===== src/rtl/rank_encoder_pkg.sv =====
// Shared types for the rank-order pixel encoder.
package rank_encoder_pkg;

  typedef enum logic [2:0] {
    IDLE,
    SCAN,
    EMIT,
    NEXT_LEVEL,
    FINISH
  } state_t;

endpackage


===== src/rtl/rank_encoder.sv =====
// Rank-order encoder: emits pixel indexes level by level, brightest or darkest first,
// with equal-intensity pixels in increasing index order.
module rank_encoder
  import rank_encoder_pkg::*;
#(
  parameter int IMAGE_SIZE      = 5,
  parameter int PIXEL_MAX_VALUE = 10,
  parameter int PIXEL_BITS      = (PIXEL_MAX_VALUE > 1) ? $clog2(PIXEL_MAX_VALUE) : 1,
  parameter int IDX_BITS        = (IMAGE_SIZE > 1) ? $clog2(IMAGE_SIZE) : 1,
  parameter int CNT_BITS        = $clog2(IMAGE_SIZE + 1)
) (
  input  logic                  CLK,
  input  logic                  RST,
  input  logic [PIXEL_BITS-1:0] image [0:IMAGE_SIZE-1],
  input  logic                  start,
  input  logic                  ascending,
  input  logic [PIXEL_BITS-1:0] threshold,
  input  logic                  abort,
  input  logic                  idx_ready,
  output logic                  idx_valid,
  output logic [IDX_BITS-1:0]   idx_data,
  output logic                  busy,
  output logic                  done,
  output logic [CNT_BITS-1:0]   spike_count
);

  localparam logic [PIXEL_BITS-1:0] MAX_LVL  = PIXEL_BITS'(PIXEL_MAX_VALUE - 1);
  localparam logic [PIXEL_BITS:0]   LVL_LIM  = (PIXEL_BITS + 1)'(PIXEL_MAX_VALUE);
  localparam logic [IDX_BITS-1:0]   LAST_PID = IDX_BITS'(IMAGE_SIZE - 1);
  localparam logic [CNT_BITS-1:0]   FULL_CNT = CNT_BITS'(IMAGE_SIZE);

  state_t                state_reg, state_next;
  logic [PIXEL_BITS-1:0] level_reg, level_next;
  logic [IDX_BITS-1:0]   pid_reg, pid_next;
  logic                  asc_reg, asc_next;
  logic [PIXEL_BITS-1:0] thr_reg, thr_next;
  logic [CNT_BITS-1:0]   cnt_reg, cnt_next;
  logic [PIXEL_BITS-1:0] image_reg [0:IMAGE_SIZE-1];
  logic                  load_en;
  logic [IMAGE_SIZE-1:0] match_vec;
  logic [CNT_BITS-1:0]   cnt_inc;
  logic                  final_level;

  // Per-pixel comparison against the level currently being scanned.
  generate
    for (genvar gi = 0; gi < IMAGE_SIZE; gi++) begin : g_match
      assign match_vec[gi] = (image_reg[gi] == level_reg);
    end
  endgenerate

  assign cnt_inc     = cnt_reg + 1'b1;
  assign final_level = asc_reg ? (level_reg == MAX_LVL) : (level_reg == thr_reg);

  always_ff @(posedge CLK) begin
    if (RST) begin
      state_reg <= IDLE;
      level_reg <= '0;
      pid_reg   <= '0;
      asc_reg   <= 1'b0;
      thr_reg   <= '0;
      cnt_reg   <= '0;
      for (int i = 0; i < IMAGE_SIZE; i++) image_reg[i] <= '0;
    end else begin
      state_reg <= state_next;
      level_reg <= level_next;
      pid_reg   <= pid_next;
      asc_reg   <= asc_next;
      thr_reg   <= thr_next;
      cnt_reg   <= cnt_next;
      if (load_en) begin
        for (int i = 0; i < IMAGE_SIZE; i++) image_reg[i] <= image[i];
      end
    end
  end

  always_comb begin
    state_next = state_reg;
    level_next = level_reg;
    pid_next   = pid_reg;
    asc_next   = asc_reg;
    thr_next   = thr_reg;
    cnt_next   = cnt_reg;
    load_en    = 1'b0;

    // Abort outranks everything, including a transfer in the same cycle.
    if (abort && state_reg != IDLE) begin
      state_next = IDLE;
    end else begin
      case (state_reg)
        IDLE: begin
          if (start) begin
            load_en    = 1'b1;
            asc_next   = ascending;
            thr_next   = threshold;
            pid_next   = '0;
            cnt_next   = '0;
            level_next = ascending ? threshold : MAX_LVL;
            state_next = ({1'b0, threshold} >= LVL_LIM) ? FINISH : SCAN;
          end
        end
        SCAN: begin
          if (match_vec[pid_reg]) begin
            state_next = EMIT;
          end else if (pid_reg == LAST_PID) begin
            state_next = NEXT_LEVEL;
          end else begin
            pid_next = pid_reg + 1'b1;
          end
        end
        EMIT: begin
          if (idx_ready) begin
            cnt_next = cnt_inc;
            if (cnt_inc == FULL_CNT) begin
              state_next = FINISH;
            end else if (pid_reg == LAST_PID) begin
              state_next = NEXT_LEVEL;
            end else begin
              pid_next   = pid_reg + 1'b1;
              state_next = SCAN;
            end
          end
        end
        NEXT_LEVEL: begin
          if (final_level) begin
            state_next = FINISH;
          end else begin
            level_next = asc_reg ? level_reg + 1'b1 : level_reg - 1'b1;
            pid_next   = '0;
            state_next = SCAN;
          end
        end
        FINISH:  state_next = IDLE;
        default: state_next = IDLE;
      endcase
    end
  end

  assign idx_valid   = (state_reg == EMIT);
  assign idx_data    = (state_reg == EMIT) ? pid_reg : '0;
  assign busy        = (state_reg == SCAN) || (state_reg == EMIT) || (state_reg == NEXT_LEVEL);
  assign done        = (state_reg == FINISH);
  assign spike_count = cnt_reg;

endmodule


===== config.mk =====
export PLATFORM = sky130hd
export DESIGN_NAME = rank_encoder
export DESIGN_NICKNAME = d
export VERILOG_FILES = /design/src/rtl/rank_encoder_pkg.sv /design/src/rtl/rank_encoder.sv
export SDC_FILE = /design/constraint.sdc
export NUM_CORES = 1
export LEC_CHECK = 0
export CORE_MARGIN = 2
export CORE_UTILIZATION = 57
export CTS_CLUSTER_DIAMETER = 150
export DETAILED_ROUTE_END_ITERATION = 16
export MAX_ROUTING_LAYER = met4
export PLACE_DENSITY = 0.85
export SLEW_MARGIN = 20
export SYNTH_ARGS = -nofsm -noshare
export SYNTH_HDL_FRONTEND = slang
export SYNTH_SLANG_ARGS = --single-unit

===== constraint.sdc =====
create_clock -name CLK -period 4.17 [get_ports CLK]
set_clock_uncertainty 0.05 [all_clocks]
set_input_delay 0.834 -clock CLK [delete_from_list [all_inputs] [get_ports CLK]]
set_output_delay 0.834 -clock CLK [all_outputs]
set_load 0.02 [all_outputs]

==> results of run 1 <==
## metal layers
metal | part of all wire (%) | vias to the layer above
met5 | 0 | -
li1 | - | 904
met3 | 5.2 | 14
met2 | 49 | 69
met1 | 43 | 836
met4 | 2.7 | 0
## Yosys cell counts (all sizes together) (4+ instances only)
cell    number  area share [%]
a21oi       16             3.6
xnor2        4             1.6
nor2        25             4.2
nand3        5             1.1
o21ai        7             1.7
o41ai        4             1.9
buf          6             1.3
nand2       14             2.5
nand2b       6             1.7
edfxtp      20              27
xor2        22             8.6
ha           6             3.4
a211oi       4             1.3
inv         10             1.7
dfxtp       18              16
and2        21             5.9
nor3         8             1.8
clkbuf       9             1.5
## area by class of cell
class	count	area (um2)
clock buffers	6	72.57
inverters	10	37.54
fillers	284	1006
multi-input cells	177	1174
clock inverters	2	10.01
flip-flops and latches	38	960.9
repair buffers	40	395.4
well taps	48	60.06
## logic make-up after synthesis
| logic type | share of synthesized area, % |
|---|---|
| xor+xnor | 10.18 |
| buf+inv | 4.533 |
| mux | 1.567 |
| simple gates | 23.00 |
| compound gates | 13.49 |
| fa+ha+maj | 4.253 |
| flops | 42.98 |
## critical path: cells and delay by family, from the launching register on
family / cells / cell delay [ns]
simple gates: 2 / 0.71
buf+inv: 1 / 0.62
flops: 1 / 0.54
## through the flow
stage | total power [mW] | setup slack (ns) | util [%] | cells | instance area, um2
after floorplan | 0.7394 | 1.618 | - | 240 | 2236
after global placement | 0.8196 | 0.9144 | 70.71 | 313 | 2628
after detailed placement | 0.8379 | 0.8699 | 70.71 | 313 | 2628
after CTS | 1.082 | 1.137 | 72.93 | 321 | 2710
after global routing | 1.142 | 1.062 | 72.93 | 321 | 2710
final | 1.083 | 1.117 | 72.93 | 321 | 2710
## power groups by stage
stage / registers, mW / clock network [mW] / logic (mW)
after floorplan: 0.478 / 0 / 0.262
after global placement: 0.515 / 0 / 0.305
after detailed placement: 0.519 / 0 / 0.319
after CTS: 0.510 / 0.250 / 0.322
after global routing: 0.517 / 0.265 / 0.359
final: 0.511 / 0.250 / 0.322
## how the worst min path moves through the flow
| stage | start | end | slack (ns) | cells after the start |
|---|---|---|---|---|
| 6_report | thr_reg[3]$_SDFFE_PP0P_ | thr_reg[3]$_SDFFE_PP0P_ | 0.41 | 2 |
| 5_1_grt | thr_reg[3]$_SDFFE_PP0P_ | thr_reg[3]$_SDFFE_PP0P_ | 0.44 | 2 |
| 4_1_cts | thr_reg[3]$_SDFFE_PP0P_ | thr_reg[3]$_SDFFE_PP0P_ | 0.41 | 2 |
| 3_5_place_dp | thr_reg[3]$_SDFFE_PP0P_ | thr_reg[3]$_SDFFE_PP0P_ | 0.40 | 2 |
| 3_3_place_gp | thr_reg[2]$_SDFFE_PP0P_ | thr_reg[2]$_SDFFE_PP0P_ | 0.41 | 2 |
| 2_1_floorplan | thr_reg[3]$_SDFFE_PP0P_ | thr_reg[3]$_SDFFE_PP0P_ | 0.39 | 2 |
==> results summary, run 1 <==
The diode insertion count for antenna repair is 0. The run finished with clean final reports. When the netlist entered floorplanning its net count stood at 277. The slowest stage cell on the critical path is clkdlybuf4s50_1. The ratio of total power to cell area came out at 399.6 nW/um2. The floorplan die height came out at 66.63 um.

The transition time at the pin with the least slew margin came out at 0.8284 ns. The portion of total power attributed to the clock network is 23.1%. The total number of yosys warnings came out at 0.

Entering global routing, the biggest net connects 22 pins. TritonCTS built the clock tree. The post-route minimum period came out at 3.053 ns. The portion of total power attributed to sequential cells came out at 47.2%. The depth of the worst register-to-register path is 6. Port buffering added 38 buffers.

Global routing consumed, on the met2 layer, 40.88% of the routing resources. The most used flip-flop cell after synthesis is edfxtp_1. In the final routed layout, each cell accounts on average for 15.12 um. Across the run, the number of max-cap violations was 0. Once the floorplan was initialized, standard cells occupied 60.17% of the core. The critical setup path kind is reg2out. The net count of the finished layout is 309. The maximum fanout count along the critical path is 11. The number of levels in the clock H-tree is 2. The number of standard cells after synthesis came out at 240.

The maximum clock rate came out at 0.3276 GHz. The clock buffer count from CTS came out at 5. The final count of pins violating max slew came out at 0. The met1 demand-to-capacity share in global routing is 28.80%. The largest incremental delay on the critical path came out at 0.62 ns.

The flip-flop count of the largest register after layout is 20. The synthesized netlist contains 47 unique library cells. The hold-fix buffer count after cts is 0. Clock tree synthesis found a total of 38 sinks. The die outline area is 4440 um2. The global-route wire length before repair is 8.004 mm. The chip width came out at 66.63 um.

The number of rows in the core area came out at 22. The worst setup path is launched from a register. Detailed placement finished with a half-perimeter wire length of 3.575 mm. The number of iterations in the first detailed-routing pass is 4.

The startpoint of the worst-slack reg-to-reg timing path is level_reg[0]$_SDFFE_PP0P_. In this run the worst setup path terminates at idx_data[1]. In the global route stage, met3 resource usage came out at 5.574%.

The leading cell type in the layout, fill and taps excluded is clkdlybuf4s50_1. The last weighted congestion value of the routability-driven placer came out at 0.8817. The static leakage is 1.097 nW. The share of the Yosys chip area taken by registers is 42.98%. met2 is the most crowded layer. The worst register-to-register path ends at pid_reg[0]$_SDFFE_PP0P_. The global-route total usage across every layer is 25.26%. The number of antenna violations at the first check in global routing is 0. After layout, the worst path uses 73.20% of the clock period. The mean area per synthesized cell came out at 9.316 um2. The number of cells upsized or downsized after cts came out at 0. The largest buffer count on any clock path came out at 2. The total congestion overflow after global routing is 0. The detail-routed via count per cell is 5.679. The share of total power dissipated in combinational logic is 29.7%. The worst hold margin came out at 0.4103 ns. The initial detailed-routing violation count came out at 112.

The switching portion of total power is 33.74%. The remaining design rule violation count came out at 0. After routing, the total negative slack on setup checks comes to 0 ns.

The post-synthesis async set-or-reset flop share is 0%. The final-report hold violation count is 0. STA puts the critical path data required time at 3.29 ns. The number of setup buffers added after CTS is 0. The maximum resistive drop on vdd came out at 254.3 uV.

The root buffer cell chosen for the clock tree is clkbuf_8. The register-to-register setup slack is 1.70 ns. Across all layers, the routed design uses 1823 vias.

The net switching power is 0.3653 mW. Setup repair after global routing left no endpoint under its margin. The min-delay analysis places its worst path in the category reg2reg.

The synthesis-stage register bit count came out at 38. The number of setup violations in the final report is 0. The number of placed I/O pins is 39.

The via count of the first global-routing pass was 1766. The number of enable flip-flop cells after synthesis came out at 20. The worst-skew pair later-pin latency came out at 0.30 ns. The number of routed nets with antenna violations came out at 0. STA classifies the critical path endpoint as an output pin. The cell area after synthesis is 2236 um2. The library cells used most frequently in the layout, excluding fill and tap cells, are 38 x clkdlybuf4s50_1, 25 x nor2_1, 22 x xor2_1, 21 x and2_1, 20 x edfxtp_1. The total core area is 3716 um2. The area overhead of the layout relative to synthesis is 21.21%. Walking the worst path, the cells encountered are or3b_1, nor2_1, clkdlybuf4s50_1.

After clock tree synthesis, the clock-pin slew on the worst setup and hold paths is 0.07 ns. The critical path startpoint is state_reg[1]$_SDFFE_PP0P_. The worst path arrival time came out at 2.17 ns.

The internal cell power came out at 0.7175 mW. Cells with a size suffix above 1 make up 6.227% of the layout. The worst pin sits at a relative slew slack of 44.64%. The routed wire length came out at 4.854 mm.
Note: power is estimated with default switching activity, not from simulation.
==> run 2: changes to the inputs <==
--- a/config.mk
+++ b/config.mk
@@ -6,11 +6,11 @@
 export NUM_CORES = 1
 export LEC_CHECK = 0
 export CORE_MARGIN = 2
-export CORE_UTILIZATION = 57
+export CORE_UTILIZATION = 53
 export CTS_CLUSTER_DIAMETER = 150
 export DETAILED_ROUTE_END_ITERATION = 16
 export MAX_ROUTING_LAYER = met4
-export PLACE_DENSITY = 0.85
+export PLACE_DENSITY = 0.8
 export SLEW_MARGIN = 20
 export SYNTH_ARGS = -nofsm -noshare
 export SYNTH_HDL_FRONTEND = slang
==> constraint.sdc (replaced) <==
create_clock -name CLK -period 3.1 [get_ports CLK]
set_clock_uncertainty 0.05 [all_clocks]
set_input_delay 0.62 -clock CLK [delete_from_list [all_inputs] [get_ports CLK]]
set_output_delay 0.62 -clock CLK [all_outputs]
set_load 0.02 [all_outputs]
==> run 2 against run 1 <==
Against the previous run:
- utilization fell by 4.9 points
- register-to-register slack worse by 1.0 ns
- hold slack improved by 0.0099 ns
- final cell count grew 1.9%
- largest power group unchanged
==> results summary, run 2 (same netlist as run 1, synthesis figures left out) <==
The diode insertion count for antenna repair is 0 (unchanged). The flip-flop count of the largest register after layout is 20 (unchanged). The maximum resistive drop on vdd is 304.6 uV (+20%). The via count of the first global-routing pass came to 1655 (-6.3%).

The number of cells upsized or downsized after cts is 0 (unchanged). The number of sinks handled by clock tree synthesis came out at 38 (unchanged). Setup repair after global routing left no endpoint under its margin. The clock buffer count from CTS came out at 5 (unchanged).

The portion of the clock cycle consumed by the worst path in the final layout is 89.69%. The maximum clock rate came out at 0.3597 GHz. The tightest min-delay check is of the reg2reg type. The hold-fix buffer count after cts came to 0 (unchanged). The sum of internal, switching and leakage power was 1.437 mW (+33%). The endpoint identified for the worst register-to-register timing path is pid_reg[0]$_SDFFE_PP0P_. The number of routed nets with antenna violations is 0 (unchanged). The worst path required time is 2.43 ns (-0.86 ns). The number of setup violations in the final report is 0 (unchanged). The chip width came to 68.95 um (+3.5%). The register-to-register setup slack came out at 0.66 ns (-1.04 ns).

The number of nets in the final layout is 313 (+1.3%). The number of levels in the clock H-tree is 2 (unchanged). The number of post-CTS setup repair buffers is 0 (unchanged). The filler cell count in the final layout came to 358 (+26%).

The clock edge transition at the registers on the reported setup and hold paths was 0.07 ns (about the same). The mean routed wirelength per cell was 14.23 um (-5.9%). The transition time at the pin with the least slew margin came out at 0.6485 ns (-0.1799 ns). The net switching power came out at 0.4715 mW (+29%). The count of buffers inserted at the top-level ports is 38 (unchanged). The maximum fanout count along the critical path is 11 (unchanged). The number of placed I/O pins is 39 (unchanged). The number of antenna violations at the first check in global routing came out at 0 (unchanged). The largest buffer count on any clock path is 2 (unchanged). The global-route wire length before repair came out at 7.624 mm (-4.7%). The run finished with clean final reports. The routed wire length came out at 4.653 mm (-4.1%). The depth of the worst register-to-register path is 6 (unchanged).

The kind of end point of the critical path is an output pin. The share of the core filled with cells in the final layout was 68.01% (-4.9 points). The final-report hold violation count is 0 (unchanged). The total core area is 4029 um2 (+8.4%). The leading cell type in the layout, fill and taps excluded is clkdlybuf4s50_1. The via count of the routed design came out at 1801 (-1.2%).

The worst hold path begins at thr_reg[0]$_SDFFE_PP0P_. The final count of pins violating max slew came out at 0 (unchanged). By startpoint and endpoint, the worst setup path is classified as reg2out. The die outline area is 4754 um2 (+7.1%). The clock tree from TritonCTS is done.

The total congestion overflow after global routing came to 0 (unchanged). The hold-critical path depth is 2 (unchanged). The number of iterations in the first detailed-routing pass is 4 (unchanged). The worst hold path terminates at thr_reg[0]$_SDFFE_PP0P_. The worst path arrival time came to 2.11 ns (-0.06 ns). The top cell types in the final layout, fill and taps aside, are 38 x clkdlybuf4s50_1, 25 x nor2_1, 22 x xor2_1, 21 x and2_1, 20 x edfxtp_1. The number of max-capacitance violations reported is 0 (unchanged).

The internal cell power came out at 0.9659 mW (+35%). The portion of total power attributed to the clock network was 22.4% (-0.7 points). The portion of total power attributed to sequential cells came out at 47.4% (+0.2 points). The fraction of final layout cells sized beyond drive strength 1 was 6.859% (+0.63 points). The initial detailed-routing violation count is 108 (-3.6%). The floorplan die height came out at 68.95 um (+3.5%). The post-route minimum period came out at 2.780 ns.

The kind of start point of the critical path is a register. The pin count of the biggest net entering global routing came out at 21 (-4.5%). The remaining design rule violation count came to 0 (unchanged).

The cell at the root of the clock tree is clkbuf_8. The static leakage is 1.112 nW (+1.4%). The area overhead of the layout relative to synthesis came out at 22.55%. The HPWL reported at the end of detailed placement came out at 3.454 mm (-3.4%). The number of rows in the core area is 23 (+4.5%). The starting density of the core is 55.50% (-4.7 points).

The startpoint of the worst-slack reg-to-reg timing path is level_reg[0]$_SDFFE_PP0P_. The ratio of total power to cell area came out at 524.6 nW/um2 (+31%). The switching portion of total power is 32.80% (-0.93 points). The detail-routed via count per cell is 5.508 (-3.0%). The last weighted congestion value of the routability-driven placer is 0.8190 (-7.1%).

The relative contribution of combinational cells to total power is 30.2% (+0.5 points). The worst relative slew slack came out at 56.44% (+12 points). The worst-skew pair later-pin latency came out at 0.29 ns (about the same). The setup total negative slack came out at 0 ns (unchanged). The global-route total usage across every layer was 23.26% (-2.0 points).
## run 2: worst max path at each step
stage	from	slack, ns	to
finish	state_reg[1]$_SDFFE_PP0P_	0.32	idx_valid
global route	state_reg[1]$_SDFFE_PP0P_	0.17	idx_data[2]
CTS	state_reg[1]$_SDFFE_PP0P_	0.30	idx_data[0]
detailed placement	start	0.30	pid_reg[0]$_SDFFE_PP0P_
global placement	start	0.32	pid_reg[0]$_SDFFE_PP0P_
floorplan	start	0.76	pid_reg[0]$_SDFFE_PP0P_
## run 2: power by group through the flow
stage / clock network, mW / registers, mW / logic [mW]
floorplan: 0 / 0.642 / 0.352
global placement: 0 / 0.690 / 0.421
detailed placement: 0 / 0.693 / 0.434
CTS: 0.330 / 0.681 / 0.436
global route: 0.352 / 0.693 / 0.490
finish: 0.322 / 0.681 / 0.435
## run 2: critical path, stage by stage (launching register included)
cell and delay (ns):
dfxtp_1 0.53, or3b_1 0.54, inv_2 0.14, clkdlybuf4s50_1 0.61
## run 2: layout make-up
| type | instances | area (um2) | area share, % |
|---|---|---|---|
| Timing Repair Buffer | 44 | 425.4 | 15.53 |
| Sequential cell | 38 | 960.9 | 35.07 |
| Clock inverter | 3 | 11.26 | 0.4110 |
| Inverter | 10 | 37.54 | 1.370 |
| Clock buffer | 5 | 68.82 | 2.511 |
| Multi-Input combinational cell | 177 | 1174 | 42.83 |
| Tap cell | 50 | 62.56 | 2.283 |
## run 2: metrics by stage
step,hold slack [ns],setup WS (ns),cells,area (um2)
after floorplan,0.3867,0.7623,240,2236
after global placement,0.4022,0.3185,319,2660
after detailed placement,0.4149,0.2998,319,2660
after CTS,0.4250,0.3046,327,2740
after global routing,0.4571,0.1680,327,2740
final,0.4203,0.3197,327,2740
## run 2: metal layers
layer  wire, um  vias to the layer above  GRT usage (%)
met5          0                        -              -
met4         76                        0          9.804
met3        237                        7          6.981
met2       2186                       47          36.06
met1       2152                      836          28.31
li1           -                      911              -
